## src/rtl/fetch_pkg.sv

```systemverilog
// Shared phase encodings, reset instruction and FSM state type for the fetch sequencer.
package fetch_pkg;

  localparam int unsigned EN_W    = 4;
  localparam int unsigned INSTR_W = 32;

  localparam logic [EN_W-1:0] EN_FETCH = 4'b0000;
  localparam logic [EN_W-1:0] EN_DEC   = 4'b0001;
  localparam logic [EN_W-1:0] EN_EXE   = 4'b0010;
  localparam logic [EN_W-1:0] EN_MEM   = 4'b0100;
  localparam logic [EN_W-1:0] EN_WB    = 4'b1000;

  localparam logic [INSTR_W-1:0] NOP_INSTR = 32'h0000_0013;

  typedef enum logic [2:0] {
    ST_RST,
    ST_FETCH,
    ST_DEC,
    ST_EXE,
    ST_MEM,
    ST_WB
  } state_e;

endpackage

```

## src/rtl/fetch_pc_next.sv

```systemverilog
// Next-PC adder: sequential +4, or PC plus sign-extended B-type offset with the
// result word-aligned.
module fetch_pc_next #(
  parameter int unsigned XLEN = 32
) (
  input  logic [XLEN-1:0] pc_i,
  input  logic            branch_taken_i,
  input  logic [11:0]     branch_offset_i,
  output logic [XLEN-1:0] pc_next_c
);

  localparam int unsigned     OFF_W      = 13;
  localparam logic [XLEN-1:0] ALIGN_MASK = ~XLEN'(3);

  logic [XLEN-1:0] off_ext;
  logic [XLEN-1:0] br_sum;

  // offset[12:1] from the decoder, implicit offset[0] = 0
  assign off_ext   = {{(XLEN-OFF_W){branch_offset_i[11]}}, branch_offset_i, 1'b0};
  assign br_sum    = pc_i + off_ext;
  assign pc_next_c = branch_taken_i ? (br_sum & ALIGN_MASK) : (pc_i + XLEN'(4));

endmodule

```

## src/rtl/fetch_sequencer.sv

```systemverilog
// Instruction fetch and one-hot phase sequencer feeding the decoder.
// Optional retired-instruction counter enabled by FETCH_PERF_CNT_EN.
module fetch_sequencer
  import fetch_pkg::*;
#(
  parameter int unsigned     XLEN     = 32,
  parameter logic [XLEN-1:0] RESET_PC = '0
) (
  input  logic            clk,
  input  logic            rst_n,
  output logic            imem_req,
  output logic [XLEN-1:0] imem_addr,
  input  logic            imem_ack,
  input  logic [31:0]     imem_rdata,
  input  logic            stall,
  input  logic            branch_taken,
  input  logic [11:0]     branch_offset,
  output logic [31:0]     instr,
  output logic [XLEN-1:0] pc,
  output logic [3:0]      en,
  output logic            instr_valid
`ifdef FETCH_PERF_CNT_EN
  ,
  output logic [31:0]     instret
`endif
);

  state_e          state_q, state_d;
  logic [XLEN-1:0] pc_q, pc_d;
  logic [31:0]     instr_q, instr_d;
  logic [EN_W-1:0] en_q, en_d;
  logic            req_q, req_d;
  logic            valid_q, valid_d;
  logic [XLEN-1:0] pc_next_c;

`ifdef FETCH_PERF_CNT_EN
  logic [31:0]     instret_q, instret_d;
`endif

  fetch_pc_next #(
    .XLEN (XLEN)
  ) u_pc_next (
    .pc_i            (pc_q),
    .branch_taken_i  (branch_taken),
    .branch_offset_i (branch_offset),
    .pc_next_c       (pc_next_c)
  );

  // Next-state and registered-output logic; stall holds every execute-side phase.
  always_comb begin
    state_d = state_q;
    pc_d    = pc_q;
    instr_d = instr_q;
    en_d    = en_q;
    req_d   = 1'b0;
    valid_d = valid_q;
`ifdef FETCH_PERF_CNT_EN
    instret_d = instret_q;
`endif
    unique case (state_q)
      ST_RST: begin
        state_d = ST_FETCH;
        en_d    = EN_FETCH;
        req_d   = 1'b1;
      end
      ST_FETCH: begin
        en_d  = EN_FETCH;
        req_d = 1'b1;
        if (imem_ack) begin
          instr_d = imem_rdata;
          valid_d = 1'b1;
          state_d = ST_DEC;
          en_d    = EN_DEC;
          req_d   = 1'b0;
        end
      end
      ST_DEC: begin
        if (!stall) begin
          state_d = ST_EXE;
          en_d    = EN_EXE;
        end
      end
      ST_EXE: begin
        if (!stall) begin
          state_d = ST_MEM;
          en_d    = EN_MEM;
        end
      end
      ST_MEM: begin
        if (!stall) begin
          state_d = ST_WB;
          en_d    = EN_WB;
        end
      end
      ST_WB: begin
        if (!stall) begin
          pc_d    = pc_next_c;
          valid_d = 1'b0;
          state_d = ST_FETCH;
          en_d    = EN_FETCH;
          req_d   = 1'b1;
`ifdef FETCH_PERF_CNT_EN
          instret_d = instret_q + 32'd1;
`endif
        end
      end
      default: begin
        state_d = ST_RST;
        en_d    = EN_FETCH;
      end
    endcase
  end

  always_ff @(posedge clk) begin
    if (!rst_n) begin
      state_q <= ST_RST;
      pc_q    <= RESET_PC;
      instr_q <= NOP_INSTR;
      en_q    <= EN_FETCH;
      req_q   <= 1'b0;
      valid_q <= 1'b0;
`ifdef FETCH_PERF_CNT_EN
      instret_q <= '0;
`endif
    end else begin
      state_q <= state_d;
      pc_q    <= pc_d;
      instr_q <= instr_d;
      en_q    <= en_d;
      req_q   <= req_d;
      valid_q <= valid_d;
`ifdef FETCH_PERF_CNT_EN
      instret_q <= instret_d;
`endif
    end
  end

  assign imem_req    = req_q;
  assign imem_addr   = pc_q;
  assign instr       = instr_q;
  assign pc          = pc_q;
  assign en          = en_q;
  assign instr_valid = valid_q;
`ifdef FETCH_PERF_CNT_EN
  assign instret     = instret_q;
`endif

endmodule

```

## config.mk

```make
export PLATFORM = sky130hd
export DESIGN_NAME = fetch_sequencer
export DESIGN_NICKNAME = d
export VERILOG_FILES = /design/src/rtl/fetch_pkg.sv /design/src/rtl/fetch_pc_next.sv /design/src/rtl/fetch_sequencer.sv
export SDC_FILE = /design/constraint.sdc
export NUM_CORES = 1
export LEC_CHECK = 0
export ABC_AREA = 0
export CELL_PAD_IN_SITES_DETAIL_PLACEMENT = 1
export CELL_PAD_IN_SITES_GLOBAL_PLACEMENT = 1
export CORE_UTILIZATION = 27
export DETAILED_ROUTE_END_ITERATION = 8
export GPL_TIMING_DRIVEN = 0
export HOLD_SLACK_MARGIN = 0.05
export PLACE_DENSITY_LB_ADDON = 0.05
export SYNTH_ARGS = -nofsm -noshare
export SYNTH_HDL_FRONTEND = slang
export SYNTH_SLANG_ARGS = --single-unit
```

## constraint.sdc

```tcl
create_clock -name clk -period 2.8 [get_ports clk]
set_input_delay 0.42 -clock clk [delete_from_list [all_inputs] [get_ports clk]]
set_output_delay 0.42 -clock clk [all_outputs]
set_load 0.1 [all_outputs]
```

==> results list <==
* Outcome: finished, final reports clean
* First-pass GRT wire length: 31.8 mm
- From synthesis to final layout, the design area changed by 42.8%.
* CP Data Arrival Time: 2970 ps
- Area of the die: 20,100 µm²
- Synthesized cell area: 5290 µm²
- The synthesized design contains 71 register bits.
- The count of cells in the finished layout, fillers not included, comes to 1,145.
* Clock tree from TritonCTS: yes
- In the final layout, the share of cells above drive strength 1 is 0.120.
- Maxcap violations: 0
- Core region area: 19,000 µm²
- Summed over all nets, the switching power comes to 0.988 mW.
- The floorplan step set the die height to 142 µm.
- Antenna diode count: 0
- Of the synthesized area, sequential elements account for 0.269.
* Cell count after placement: 1,130
- Share of power burned in registers: 0.350
- Remaining antenna violation count after routing: 0
* Setup ws final: 97.8 ps
* VDD IR-drop max: 0.212 mV
* Maximum level of the CTS H-tree: 3
- Number of violations reported at the end of detailed-routing iteration 0: 225
- In this run the core area contains 50 standard-cell rows.
* Design Power: 3.04 mW
- For the worst setup path, the data required time is 3070 ps.
* Routed wire length: 20.1 mm
- Detailed placement finished with a half-perimeter wire length of 15.5 mm.
* Area occupied by multi-input gates: 3540 µm²
- Clk_skew: 6.87 ps
- Counting the buffers created by CTS gives 9.
* Routability congestion estimate: 0.798
* Internal power component: 2.05 mW
* Setup slack of the worst register-to-register path: 210 ps
* Combined global-route utilization of all metal layers: 0.200
* Length of the first detailed-routing pass in iterations: 4
- Buffer type at the clock tree root: clkbuf_16
- For this design the ratio of total power to cell area is 403 nW/µm².
- Maximum buffer depth of the clock tree: 2
- Of the total power, combinational logic draws 0.223.
* Number of vias in the routed layout: 5,893
- Starting density of the core: 0.279
- Pin count of the biggest net entering global routing: 21
- Relative slew slack: 0.320
- Of the total power, the clock network draws 0.426.
- After synthesis, the share of flip-flops with an asynchronous set or reset is 0.
- The most used flip-flop cell after synthesis is dfxtp_1.
- Number of global-route vias before repair: 6,019
- After clock tree synthesis, the clock-pin slew on the worst setup and hold paths is 60 ps.
* Number of setup violations in the final report: 0
- Static leakage: 2.96 nW
- The clock reaches the later pin of the worst-skew pair after 340 ps.
- Synth warn: 0
- Period minus WS final: 2700 ps
* Count of pins over their slew limit: 0
- Share of total power consumed by net switching: 0.325
* Residual DRC: 0
* Synthesized area divided by synthesized cell count: 7.29 µm²
* Number of different library cells in the post-synthesis netlist: 69
- Net count of the finished layout: 960
- The startpoint identified for the worst hold timing path is instr[29]$_SDFFE_PN0P_.
* Synthesized instance count: 725
- Number of enable flip-flop cells after synthesis: 0
- By startpoint and endpoint, the worst setup path is classified as in2reg.
- Class of the most critical hold timing path: reg2reg
- Pin placement for this block handled 151 I/O pins.
* Worst Path Max Fanout: 6
* Storage element area: 1440 µm²
- Count of port buffers added during placement: 142
- Critical path origin: branch_offset[2]
* Fmax: 370 MHz
* Worst-case setup slack after placement: -1150 ps
- In this run the critical register-to-register path is launched from imem_addr[3]$_SDFFE_PN0P_.
- Measured on the finished design, the core utilization comes to 0.398.
- Sort of element at the start of the critical path: input port
- The final hold violation count is 0.
- Antenna violations before repair: 0
* Least-Margin Pin Slew: 1020 ps
* Overflow after GRT: 0
* Via density: 5.15
- After filler insertion, the fill cell instance count of the layout stands at 2,316.
- Hold bufs inserted after CTS: 0
- Die width: 142 µm
* Type of element capturing the critical path: flop
* Routed length per instance: 17.6 µm
- Dividing the final minimum period by the clock period gives 0.965.
- For this design, the sink count on the clock tree is 71.
==> cells in the mapped netlist (all sizes together), types with 2 or more instances <==
cell     count  area (µm²)
buf         39         277
a21oi       98         498
o21a         7        53.8
nand2b       7        43.8
o221a        4        45.0
conb         2        7.51
ha          30         375
a221oi       2        17.5
o21bai       5        37.5
and3        15        93.8
a41oi        3        26.3
o21ai       38         194
o31ai        3        27.5
clkbuf      39         148
nor3b        2        15.0
and4         8        70.1
a311o        2        20.0
o22ai        5        31.3
a21o        19         143
nand3b       2        15.0
o221ai       6        52.6
xor2        13         114
nor3        15        85.1
nand2      109         412
a31oi       16         100
inv         13        48.8
a211oi       3        40.0
xnor2        8        70.1
dfxtp       71        1420
nor2        63         239
nand3       19        95.1
nand4       12        75.1
or2          3        18.8
or3          6        37.5
and2         7        43.8
o211ai       7        52.6
o22a         2        17.5
a41o         3        41.3
a2111o       2        22.5
a2111oi      2        17.5
==> what timing repair did <==
item                                    in CTS  in global routing
pin swaps                                    3                  9
gates resized for setup                     11                 21
setup buffers                                0                  2
endpoints found under the setup margin      17                 11
==> layout make-up <==
cell class                      count  share of cell area
Multi-Input combinational cell    565               0.470
Tap cell                          260              0.0431
Clock inverter                      6              0.0124
Sequential cell                    71               0.191
Clock buffer                       10              0.0317
Buffer                             75              0.0546
Inverter                           14             0.00697
Timing Repair Buffer              144               0.190
==> kinds of logic after synthesis <==
| logic type | Yosys count | synth area share |
|---|---|---|
| and+or+nand+nor | 270 | 0.238 |
| xor gates and xnor gates | 21 | 0.0348 |
| other | 2 | 0.00142 |
| DFF | 71 | 0.269 |
| AOI/OAI and AO/OA | 236 | 0.287 |
| muxes | 2 | 0.00473 |
| adders and majority gates | 31 | 0.0748 |
| buffers and inverters | 92 | 0.0902 |
==> worst max-delay path: stages <==
cell and delay, ps:
clkdlybuf4s50_1 470, ha_2 320, a211oi_4 270, o21ai_2 120, a41o_4 310, a2111o_1 430, nand2_2 140, nor2_2 70
mux2_4 300, a21oi_2 120
==> power groups by stage <==
| stage | clock, mW | sequential [mW] | combinational, mW |
|---|---|---|---|
| 2_1_floorplan | 0 | 1.31 | 0.239 |
| 5_1_grt | 1.36 | 1.07 | 0.721 |
| 3_3_place_gp | 0 | 1.08 | 0.662 |
| 6_report | 1.30 | 1.06 | 0.679 |
| 3_5_place_dp | 0 | 1.09 | 0.672 |
| 4_1_cts | 1.32 | 1.06 | 0.676 |
==> per-layer routing <==
metal / global-route usage / wire length [µm] / vias to the layer above
met4: 0.0572 / 252 / 0
met3: 0.0226 / 655 / 21
li1: - / - / 2882
met2: 0.353 / 9820 / 141
met5: 0 / 0 / -
met1: 0.254 / 9380 / 2849
==> flip-flops by register name (all words and copies together), names as in the netlist <==
signal and flops:
en 4, imem_addr 30, imem_req 1, instr 32, instr_valid 1, state_q 3
==> per-stage QoR <==
stage	TNS (ps)	hold slack [ps]	cell area (µm²)
after detailed placement	-14190	449	7060
after global placement	-12780	442	7060
final	0	455	7540
after CTS	0	458	7440
after global routing	-30.6	470	7540
after floorplan	-67.9	482	5320
==> placed cells by master, fill, tap and decap left out, types with 6 or more instances in the layout <==
cell type / synthesis / final
a21o_1: 19 / 19
a21oi_1: 96 / 96
a31oi_1: 16 / 13
and2_1: 7 / 7
and3_1: 15 / 15
and4_1: 8 / 7
buf_4: 34 / 36
clkbuf_1: 38 / 36
clkbuf_16: 0 / 9
clkdlybuf4s50_1: 0 / 140
dfxtp_1: 71 / 56
dfxtp_2: 0 / 14
ha_1: 30 / 27
inv_1: 13 / 13
nand2_1: 108 / 108
nand2b_1: 7 / 6
nand3_1: 19 / 17
nand4_1: 12 / 12
nor2_1: 62 / 62
nor3_1: 13 / 13
o211ai_1: 7 / 7
o21a_1: 6 / 6
o21ai_0: 33 / 33
xnor2_1: 8 / 8
xor2_1: 13 / 13
==> final timing paths <==
check | endpoint | cells past startpoint
max | imem_addr[28]$_SDFFE_PN0P_ | 10
min | instr[29]$_SDFFE_PN0P_ | 2
max reg2reg | imem_addr[28]$_SDFFE_PN0P_ | 9
min reg2reg | instr[29]$_SDFFE_PN0P_ | 2
Power figures use the tool's default switching activity.
